File: config.mk
export PLATFORM = sky130hd
export DESIGN_NAME = multdiv_unit
export DESIGN_NICKNAME = d
export VERILOG_FILES = /design/src/rtl/multdiv_pkg.sv /design/src/rtl/multdiv_counter.sv /design/src/rtl/multdiv_unit.sv
export SDC_FILE = /design/constraint.sdc
export NUM_CORES = 1
export LEC_CHECK = 0
export BUFFER_PORTS_ARGS = -buffer_cell sky130_fd_sc_hd__buf_2
export CAP_MARGIN = 0
export CORE_AREA = 3 3 237 123
export DETAILED_ROUTE_END_ITERATION = 7
export DIE_AREA = 0 0 240 126
export PLACE_DENSITY = 0.76
export REMOVE_ABC_BUFFERS = 1
export SLEW_MARGIN = 20
export SYNTH_ARGS = -nofsm -noshare
export SYNTH_HDL_FRONTEND = slang
export SYNTH_SLANG_ARGS = --single-unit
File: constraint.sdc
create_clock -name clock -period 5.6 [get_ports clock]
set_input_delay 0.28 -clock clock [delete_from_list [all_inputs] [get_ports clock]]
set_output_delay 0.28 -clock clock [all_outputs]
set_load 0.02 [all_outputs]
File: src/rtl/multdiv_pkg.sv
// rtl/multdiv_pkg.sv - shared constants and FSM state encoding for the multiply/divide unit
//
// Purpose : default operand width, counter width, most-negative operand constant,
//           and the FSM state type used by multdiv_unit.
// Ports   : none (package).

package multdiv_pkg;

    localparam int WIDTH = 32;
    localparam int CNT_W = 6;

    localparam logic [WIDTH-1:0] INT_MIN = {1'b1, {(WIDTH-1){1'b0}}};

    typedef enum logic [1:0] {
        IDLE = 2'd0,
        MUL  = 2'd1,
        DIV  = 2'd2,
        DONE = 2'd3
    } state_t;

endpackage

File: src/rtl/multdiv_counter.sv
// rtl/multdiv_counter.sv - iteration counter for the multiply/divide unit
//
// Purpose : CNT_W-bit up-counter with synchronous clear and enable; flags the
//           final iteration when the count equals WIDTH-1.
// Ports   : clock    - rising-edge clock
//           reset    - synchronous active-high reset (count to 0)
//           clear    - synchronous clear, used on every operation start
//           enable   - count one iteration
//           terminal - high while count == WIDTH-1

module multdiv_counter #(
    parameter int WIDTH = multdiv_pkg::WIDTH,
    parameter int CNT_W = multdiv_pkg::CNT_W
) (
    input  logic clock,
    input  logic reset,
    input  logic clear,
    input  logic enable,
    output logic terminal
);

    logic [CNT_W-1:0] count;

    always_ff @(posedge clock) begin
        if (reset) begin
            count <= '0;
        end else if (clear) begin
            count <= '0;
        end else if (enable) begin
            count <= count + CNT_W'(1);
        end
    end

    assign terminal = (count == CNT_W'(WIDTH - 1));

endmodule

File: src/rtl/multdiv_unit.sv
// rtl/multdiv_unit.sv - iterative signed multiply/divide unit for the execute stage
//
// Purpose : signed WIDTH-bit multiply (low half of product, overflow flag) and
//           signed truncating divide (quotient, divide-by-zero / MIN/-1 flag),
//           one iteration per clock over magnitudes, sign fixed at the end.
//           Optional macro MULTDIV_DIV0_FAST_EN: a divide by zero finishes the
//           cycle after its start instead of running all iterations.
// Ports   : clock          - rising-edge clock
//           reset          - synchronous active-high reset
//           data_operandA  - multiplicand / dividend, sampled on a start cycle
//           data_operandB  - multiplier / divisor, sampled on a start cycle
//           ctrl_MULT      - start multiply (wins over ctrl_DIV)
//           ctrl_DIV       - start divide
//           data_result    - low product half or quotient, held until next completion
//           data_exception - overflow / divide-by-zero / MIN/-1, held with data_result
//           data_resultRDY - one-cycle completion pulse
//           busy           - operation in flight or being started this cycle

module multdiv_unit #(
    parameter int WIDTH = multdiv_pkg::WIDTH,
    parameter int CNT_W = multdiv_pkg::CNT_W
) (
    input  logic             clock,
    input  logic             reset,
    input  logic [WIDTH-1:0] data_operandA,
    input  logic [WIDTH-1:0] data_operandB,
    input  logic             ctrl_MULT,
    input  logic             ctrl_DIV,
    output logic [WIDTH-1:0] data_result,
    output logic             data_exception,
    output logic             data_resultRDY,
    output logic             busy
);

    import multdiv_pkg::*;

    localparam logic [WIDTH-1:0] MIN_VAL = {1'b1, {(WIDTH-1){1'b0}}};

    // Magnitude on WIDTH+1 bits so that |MIN| is representable without wrap.
    function automatic logic [WIDTH:0] magnitude(input logic [WIDTH-1:0] v);
        logic [WIDTH:0] ext;
        ext = {v[WIDTH-1], v};
        return v[WIDTH-1] ? (~ext + (WIDTH+1)'(1)) : ext;
    endfunction

    state_t state, state_next;

    logic start_mul, start_div, start, run, terminal, div0_start;
    logic [WIDTH:0] mag_a, mag_b;

    // mag holds |A| for a multiply and |B| for a divide.
    // acc: multiply -> {partial high (W+1), multiplier shifting out (W)}
    //      divide   -> {remainder (W+1), dividend shifting out / quotient in (W)}
    logic [WIDTH:0]     mag;
    logic [2*WIDTH:0]   acc, acc_next;
    logic               neg_r, div0_r, ovf_r;

    logic [WIDTH+1:0]   mul_sum;
    logic [WIDTH:0]     div_shift;
    logic [WIDTH+1:0]   div_diff;
    logic [2*WIDTH-1:0] prod, prod_s;
    logic [WIDTH-1:0]   quot, quot_s;
    logic [WIDTH-1:0]   final_result;
    logic               final_exc;

    assign start_mul  = ctrl_MULT;
    assign start_div  = ctrl_DIV & ~ctrl_MULT;
    assign start      = ctrl_MULT | ctrl_DIV;
    assign div0_start = start_div & (data_operandB == '0);
    assign run        = (state == MUL) || (state == DIV);
    assign mag_a      = magnitude(data_operandA);
    assign mag_b      = magnitude(data_operandB);

    assign data_resultRDY = (state == DONE);
    assign busy           = run | ctrl_MULT | ctrl_DIV;

    multdiv_counter #(
        .WIDTH (WIDTH),
        .CNT_W (CNT_W)
    ) u_counter (
        .clock    (clock),
        .reset    (reset),
        .clear    (start),
        .enable   (run),
        .terminal (terminal)
    );

    // One iteration of the active operation.
    always_comb begin
        mul_sum   = {1'b0, acc[2*WIDTH:WIDTH]} + (acc[0] ? {1'b0, mag} : '0);
        div_shift = {acc[2*WIDTH-1:WIDTH], acc[WIDTH-1]};
        div_diff  = {1'b0, div_shift} - {1'b0, mag};
        acc_next  = acc;
        if (state == MUL) begin
            acc_next = {mul_sum, acc[WIDTH-1:1]};
        end else if (state == DIV) begin
            // Borrow out means the divisor did not fit: restore.
            if (div_diff[WIDTH+1]) begin
                acc_next = {div_shift, acc[WIDTH-2:0], 1'b0};
            end else begin
                acc_next = {div_diff[WIDTH:0], acc[WIDTH-2:0], 1'b1};
            end
        end
    end

    // Sign fix-up and exception flags, evaluated on the final iteration.
    always_comb begin
        prod   = acc_next[2*WIDTH-1:0];
        prod_s = neg_r ? (~prod + (2*WIDTH)'(1)) : prod;
        quot   = acc_next[WIDTH-1:0];
        quot_s = neg_r ? (~quot + WIDTH'(1)) : quot;
        if (state == MUL) begin
            final_result = prod_s[WIDTH-1:0];
            final_exc    = (prod_s[2*WIDTH-1:WIDTH] != {WIDTH{prod_s[WIDTH-1]}});
        end else if (div0_r) begin
            final_result = '0;
            final_exc    = 1'b1;
        end else begin
            final_result = quot_s;
            final_exc    = ovf_r;
        end
    end

    always_ff @(posedge clock) begin
        if (reset) begin
            state <= IDLE;
        end else begin
            state <= state_next;
        end
    end

    always_comb begin
        state_next = state;
        if (start_mul) begin
            state_next = MUL;
        end else if (start_div) begin
`ifdef MULTDIV_DIV0_FAST_EN
            state_next = div0_start ? DONE : DIV;
`else
            state_next = DIV;
`endif
        end else begin
            case (state)
                MUL, DIV: if (terminal) state_next = DONE;
                DONE:     state_next = IDLE;
                default:  state_next = IDLE;
            endcase
        end
    end

    always_ff @(posedge clock) begin
        if (reset) begin
            acc            <= '0;
            mag            <= '0;
            neg_r          <= 1'b0;
            div0_r         <= 1'b0;
            ovf_r          <= 1'b0;
            data_result    <= '0;
            data_exception <= 1'b0;
        end else if (start) begin
            neg_r  <= data_operandA[WIDTH-1] ^ data_operandB[WIDTH-1];
            div0_r <= div0_start;
            ovf_r  <= start_div & (data_operandA == MIN_VAL) & (data_operandB == '1);
            if (start_mul) begin
                mag <= mag_a;
                acc <= {{(WIDTH+1){1'b0}}, mag_b[WIDTH-1:0]};
            end else begin
                mag <= mag_b;
                acc <= {{(WIDTH+1){1'b0}}, mag_a[WIDTH-1:0]};
            end
`ifdef MULTDIV_DIV0_FAST_EN
            if (div0_start) begin
                data_result    <= '0;
                data_exception <= 1'b1;
            end
`endif
        end else if (run) begin
            acc <= acc_next;
            if (terminal) begin
                data_result    <= final_result;
                data_exception <= final_exc;
            end
        end
    end

endmodule

==> impl_metrics.env, run 1 <==
export IMPL_switching_share_pct=38.6
export IMPL_fin_hold_ws_ns=0.141
export IMPL_final_hold_violation_count=0
export IMPL_port_buffers=102
export IMPL_cts_sinks=142
export IMPL_r2r_slack_ns=0.15
export IMPL_htree_levels=4
export IMPL_top_layer="met4"
export IMPL_worst_slew_pin_slew_ns=1.08
export IMPL_path_class="flop to flop"
export IMPL_finalCritPeriodShare_pct=97.3
export IMPL_routedWlPerCell_um=23.7
export IMPL_final_cell_mix="313 x nor2_1, 201 x buf_4, 160 x nand2_1"
export IMPL_maxSlewHeadroom_pct=27.7
export IMPL_ys_types=91
export IMPL_fmax_mhz=183
export IMPL_cp_slowest_cell="a21boi_0"
export IMPL_initial_utilization_pct=54.5
export IMPL_final_common_cell="nor2_1"
export IMPL_cap_violations=0
export IMPL_total_power_mw=3.44
export IMPL_cts_root_buf="clkbuf_16"
export IMPL_dp_hpwl_mm=48.0
export IMPL_leakage_nw=7.56
export IMPL_synth_edff_count=0
export IMPL_syn_area_um2=14900
export IMPL_intPower_mw=2.11
export IMPL_remaining_drc_errors=0
export IMPL_drtIter0Drc=2769
export IMPL_holdPathStages=2
export IMPL_grt_pass1_vias=16200
export IMPL_netSwitchingPower_mw=1.33
export IMPL_grt_total_usage_pct=40.3
export IMPL_drt_vias_per_instance=6.80
export IMPL_hold_buffers=0
export IMPL_fin_crit_ns=5.45
export IMPL_area_growth_pct=18.9
export IMPL_rows=43
export IMPL_async_reset_ff_share_pct=0
export IMPL_p_clk_share_pct=35.4
export IMPL_worstHoldPathType="input pin to flop"
export IMPL_cp_end_kind="flop"
export IMPL_post_route_util_pct=64.8
export IMPL_drive_gt1_share_pct=18.6
export IMPL_grt_pass1_wl_mm=95.3
export IMPL_synthTopCellsByArea="dfxtp_1 19%, nor2_1 8.0%, ha_1 6.2%, a21oi_1 5.2%, xor2_1 4.8%"
export IMPL_synth_flop_cell="dfxtp_1"
export IMPL_route_vias_total=18000
export IMPL_power_per_cell_area_nw_per_um2=194
export IMPL_finalSetupViolCount=0
export IMPL_wl_met1_mm=28.2
export IMPL_gp_congestion=1.08
export IMPL_pwr_share_comb_pct=32.4
export IMPL_grt_ovfl_total=0
export IMPL_antenna_found_initial=1
export IMPL_critical_path_peak_fanout=8
export IMPL_core_area_um2=27300
export IMPL_cts_tree="yes"
export IMPL_path_cells="inv_1 -> ha_1 -> nand4_1 -> nor4_1 -> a21boi_0 -> o21ai_4 -> buf_4 -> a31oi_1 -> buf_4 -> o41ai_1 -> xnor2_1 -> nor2_1 -> nand4b_1 -> o211ai_1 -> o2111ai_1 -> nor4_1 -> nand4_1 -> nor4_2 -> a31oi_1"
export IMPL_pin_count=103
export IMPL_yosysWarnings=0
export IMPL_synth_top_area_share_pct=19.1
export IMPL_slowest_delay_ns=0.79
export IMPL_syn_avg_cell_area_um2=7.12
export IMPL_dieArea_um2=30200
export IMPL_syn_inst=2093
export IMPL_arrival_ns=5.79
export IMPL_critPathRequiredTime_ns=5.94
export IMPL_p_seq_share_pct=32.2
export IMPL_timing_rr_start="mag[11]$_SDFFE_PP0N_"
export IMPL_skew_ns=0.0138
export IMPL_peakVddDrop_mv=0.234
export IMPL_clk_latency_ns=0.46
export IMPL_place_ws_ns=-0.196
export IMPL_cts_made_buffers=17
export IMPL_dr_wl_met2_mm=23.6
export IMPL_die_y_um=126
export IMPL_grt_start_max_net_pins=104
export IMPL_final_nets=2423
export IMPL_hp_start="ctrl_MULT"
export IMPL_startpoint_type="flop"
export IMPL_clk_pin_slew_ns=0.07
export IMPL_ys_ff_latch=142
export IMPL_die_x_um=240
export IMPL_drt_wl_total_mm=62.9
export IMPL_finalWorstSetupSlack_ns=0.149
export IMPL_clock_path_buffers=2
export IMPL_synth_area_leader_cell="dfxtp_1"
export IMPL_finalMaxSlewViolations=0
export IMPL_ys_seq_area_share_pct=19.1
export IMPL_status="finished clean"
export IMPL_holdPathEnd="state[1]$_SDFFE_PP0P_"
export IMPL_rr_worst_depth=19
export IMPL_ant_nets=0
export IMPL_drt_first_pass_iters=6
export IMPL_reg2reg_to="data_exception$_SDFFE_PP0P_"
export IMPL_cp_startpoint="mag[11]$_SDFFE_PP0N_"
export IMPL_dr_wl_met3_mm=9.30
==> flip-flops by register name, indices dropped and copies added (netlist names) <==
register and count:
acc 65, mag 33, data_result 32, u_counter.count 6, state 2, data_exception 1, div0_r 1, neg_r 1
ovf_r 1
==> synthesized netlist by cell type, types with 9 or more instances <==
| master | n |
|---|---|
| clkbuf_1 | 103 |
| nand2b_1 | 26 |
| nor4_1 | 13 |
| inv_1 | 62 |
| o41ai_1 | 23 |
| mux2i_1 | 53 |
| or4_1 | 18 |
| a2111oi_0 | 27 |
| o211ai_1 | 32 |
| a21o_1 | 31 |
| buf_1 | 20 |
| nor2b_1 | 18 |
| or2_2 | 9 |
| nand4_1 | 26 |
| and3_1 | 22 |
| ha_1 | 74 |
| a22oi_1 | 41 |
| xnor2_1 | 77 |
| a211oi_1 | 68 |
| o21ai_0 | 106 |
| nand2_1 | 161 |
| and2_1 | 46 |
| nor2_1 | 317 |
| a211o_1 | 15 |
| xor2_1 | 81 |
| dfxtp_1 | 142 |
| a21oi_1 | 156 |
| nor3_1 | 38 |
| o21a_1 | 13 |
| or3_1 | 17 |
| a31oi_1 | 23 |
| o31ai_1 | 28 |
| mux2_2 | 10 |
| o31a_1 | 9 |
| nand3_1 | 48 |
| buf_2 | 11 |
==> through the flow <==
| stage | instances | TNS, ns | instance area [µm²] |
|---|---|---|---|
| global route | 2653 | -0.0359 | 17700 |
| detailed placement | 2614 | -0.196 | 16800 |
| global placement | 2614 | -0.137 | 16800 |
| floorplan | 1957 | -1.08 | 14400 |
| CTS | 2647 | 0 | 17500 |
| finish | 2653 | 0 | 17700 |
==> per-layer routing <==
layer,track usage [%],up-vias
li1,-,8084
met1,61.5,8494
met2,53.2,1341
met3,12.9,119
met4,11.1,0
met5,0,-
==> cell families after synthesis <==
| kind of cell | share of synthesized area [%] |
|---|---|
| xor gates and xnor gates | 9.28 |
| buffers and inverters | 5.21 |
| and+or+nand+nor | 24.6 |
| muxes | 4.39 |
| DFF | 19.1 |
| adders and majority gates | 6.48 |
| AOI/OAI and AO/OA | 31.0 |
==> power groups by stage <==
stage	Combinational (mW)	Clock (mW)	Sequential, mW
after floorplan	0.624	0	1.12
after global placement	1.03	0	1.13
after detailed placement	1.04	0	1.13
after CTS	1.05	1.21	1.11
after global routing	1.19	1.25	1.11
final	1.11	1.22	1.11
==> area by class of cell <==
| type | count | area [µm²] |
|---|---|---|
| diodes | 1 | 2.50 |
| clock buffers | 17 | 425 |
| clock inverters | 15 | 165 |
| fillers | 2435 | 9610 |
| inverters | 66 | 248 |
| multi-input cells | 1749 | 11500 |
| flip-flops and latches | 142 | 2850 |
| well taps | 360 | 450 |
| repair buffers | 303 | 2030 |
==> critical path, delay by kind of cell, from the launching register on <==
kind                     cells  cell delay [ns]
adder cells (fa/ha/maj)      1             0.38
AND/OR/NAND/NOR              7             1.53
flip-flops                   1             0.40
AO/OA/AOI/OAI                7             1.92
XOR/XNOR                     1             0.60
buffers and inverters        3             0.49
==> worst max-delay path by stage <==
stage,end,cells past startpoint,slack [ns]
after floorplan,data_exception$_SDFFE_PP0P_,16,-1.08
after global placement,data_exception$_SDFFE_PP0P_,24,-0.14
after detailed placement,data_exception$_SDFFE_PP0P_,23,-0.20
after CTS,data_exception$_SDFFE_PP0P_,25,0.003
after global routing,data_exception$_SDFFE_PP0P_,25,-0.04
final,data_exception$_SDFFE_PP0P_,19,0.15
==> timing repair <==
| action | CTS | global route |
|---|---|---|
| resized for setup | 9 | 52 |
| setup endpoints to repair | 1 | 1 |
| hold endpoints to repair | 0 | 0 |
| pin swaps | 1 | 14 |
| buffers inserted | 1 | 5 |
Note: power is estimated with default switching activity, not from simulation.
==> run 2: changes to the inputs <==
- CORE_AREA: 3 3 237 123 -> 3 3 129 224
- DIE_AREA: 0 0 240 126 -> 0 0 132 227
==> impl_metrics.env, run 2 (synthesis results as in run 1) <==
export IMPL_maxSlewHeadroom_pct=30.3
export IMPL_rows=80
export IMPL_pin_count=103
export IMPL_core_area_um2=27300
export IMPL_leakage_nw=7.31
export IMPL_clk_pin_slew_ns=0.07
export IMPL_critPathBufInv=1
export IMPL_cts_sinks=142
export IMPL_largest_registers="acc (65), mag (33), data_result (32)"
export IMPL_finalSetupTns_ns=0
export IMPL_critical_path_peak_fanout=4
export IMPL_finalMaxSlewViolations=0
export IMPL_timing_rr_start="mag[0]$_SDFFE_PP0N_"
export IMPL_cp_slowest_cell="or4b_4"
export IMPL_reg2reg_to="data_exception$_SDFFE_PP0P_"
export IMPL_arrival_ns=5.80
export IMPL_fin_hold_ws_ns=0.162
export IMPL_top_register="acc"
export IMPL_cts_root_buf="clkbuf_16"
export IMPL_die_y_um=227
export IMPL_crit_end="data_exception$_SDFFE_PP0P_"
export IMPL_power_per_cell_area_nw_per_um2=192
export IMPL_htree_levels=4
export IMPL_die_x_um=132
export IMPL_initial_utilization_pct=54.5
export IMPL_path_depth=19
export IMPL_dieArea_um2=30000
export IMPL_area_growth_pct=16.7
export IMPL_total_power_mw=3.35
export IMPL_ant_nets=0
export IMPL_hold_buffers=0
export IMPL_slowest_delay_ns=0.57
export IMPL_antenna_found_initial=0
export IMPL_diodes=0
export IMPL_final_hold_violation_count=0
export IMPL_drtIter0Drc=1417
export IMPL_fin_crit_ns=5.45
export IMPL_grt_total_usage_pct=38.1
export IMPL_worstHoldPathType="input pin to flop"
export IMPL_final_cell_area_um2=17400
export IMPL_drt_vias_per_instance=6.68
export IMPL_final_cell_mix="313 x nor2_1, 160 x nand2_1, 159 x buf_4"
export IMPL_ff_latch_area_um2=2850
export IMPL_cp_end_kind="flop"
export IMPL_path_delay_family="simple AND/OR/NAND/NOR gates"
export IMPL_final_common_cell="nor2_1"
export IMPL_worst_slew_pin_slew_ns=1.04
export IMPL_remaining_drc_errors=0
export IMPL_route_vias_total=17500
export IMPL_final_cells=2620
export IMPL_status="finished clean"
export IMPL_largest_reg_flops=65
export IMPL_postPlaceCellArea_um2=16600
export IMPL_startpoint_type="flop"
export IMPL_grt_pass1_wl_mm=90.7
export IMPL_cts_tree="yes"
export IMPL_finalSetupViolCount=0
export IMPL_crit_top_cell="a31oi_1"
export IMPL_fmax_mhz=183
export IMPL_multi_input_area_um2=11500
export IMPL_clock_path_buffers=2
export IMPL_cts_made_buffers=17
export IMPL_rr_worst_depth=19
export IMPL_grt_ovfl_total=0
export IMPL_r2r_slack_ns=0.15
export IMPL_finalCritPeriodShare_pct=97.4
export IMPL_cp_startpoint="mag[0]$_SDFFE_PP0N_"
export IMPL_dp_cells=2585
export IMPL_routedWlPerCell_um=22.6
export IMPL_drt_first_pass_iters=7
export IMPL_clk_latency_ns=0.46
export IMPL_peakVddDrop_mv=0.244
export IMPL_path_cells="and2_1 -> ha_1 -> fa_2 -> a21o_1 -> a221o_1 -> a221oi_2 -> buf_4 -> a31oi_1 -> mux2i_1 -> o311ai_2 -> or4b_4 -> or4_4 -> or3_4 -> o31ai_4 -> xor2_1 -> or4_1 -> mux2_1 -> nor2_1 -> a31oi_1"
export IMPL_final_nets=2382
export IMPL_grt_start_max_net_pins=101
export IMPL_cap_violations=0
export IMPL_grt_pass1_vias=16900
export IMPL_drive_gt1_share_pct=16.5
export IMPL_port_buffers=102
export IMPL_gp_congestion=1.07
export IMPL_dp_hpwl_mm=45.0
export IMPL_drt_wl_total_mm=59.1
export IMPL_critPathRequiredTime_ns=5.95
export IMPL_path_class="flop to flop"
export IMPL_skew_ns=0.0153
export IMPL_nFillCells=2555
[run 2: how the worst min path moves through the flow]
| stage | startpoint | endpoint | slack (ns) | depth (start not counted) |
|---|---|---|---|---|
| global route | data_operandA[0] | mag[0]$_SDFFE_PP0N_ | 0.19 | 3 |
| detailed placement | ovf_r$_SDFFE_PP0N_ | ovf_r$_SDFFE_PP0N_ | 0.45 | 2 |
| global placement | ovf_r$_SDFFE_PP0N_ | ovf_r$_SDFFE_PP0N_ | 0.44 | 2 |
| floorplan | reset | data_result[0]$_SDFFE_PP0P_ | 0.35 | 1 |
| CTS | data_operandA[0] | mag[0]$_SDFFE_PP0N_ | 0.15 | 3 |
| finish | data_operandA[0] | mag[0]$_SDFFE_PP0N_ | 0.16 | 3 |
[run 2: per-stage QoR]
stage | worst slack, ns | utilization, %
after global placement | 0.0529 | 60.6
after global routing | -0.0465 | 63.6
after floorplan | -1.08 | -
final | 0.145 | 63.6
after CTS | 0.0161 | 62.8
after detailed placement | -0.0245 | 60.7
[run 2: power breakdown]
group	switching, mW	internal, mW	total, mW
clock	0.496	0.667	1.16
combinational	0.674	0.402	1.08
sequential	0.0541	1.06	1.11
total	1.22	2.12	3.35
[run 2: tightest hold or removal path, delay by kind of cell]
| family | cells | cell delay, ns |
|---|---|---|
| buffers and inverters | 2 | 0.20 |
| AO/OA/AOI/OAI | 1 | 0.08 |
[run 2: area by class of cell]
class,instances,share of cell area (%)
clock buffer,19,2.55
clock inverter,13,0.799
inverter,66,1.44
multi-input combinational,1749,66.2
sequential,142,16.4
tap,369,2.65
timing repair buffer,262,9.95
[run 2: timing repair]
| action | 4_1_cts | 5_1_grt |
|---|---|---|
| buffers inserted | 0 | 3 |
| pin swaps | 0 | 8 |
| setup endpoints to repair | 1 | 1 |
| cloned | 0 | 0 |
| gates resized for setup | 4 | 45 |
[run 2: metal layers]
layer,up-vias,share of wire [%],track usage (%)
li1,8001,-,-
met1,8172,35,40.4
met2,1010,48,66.1
met3,310,7.5,5.26
met4,0,9.4,33.5
met5,-,0,0
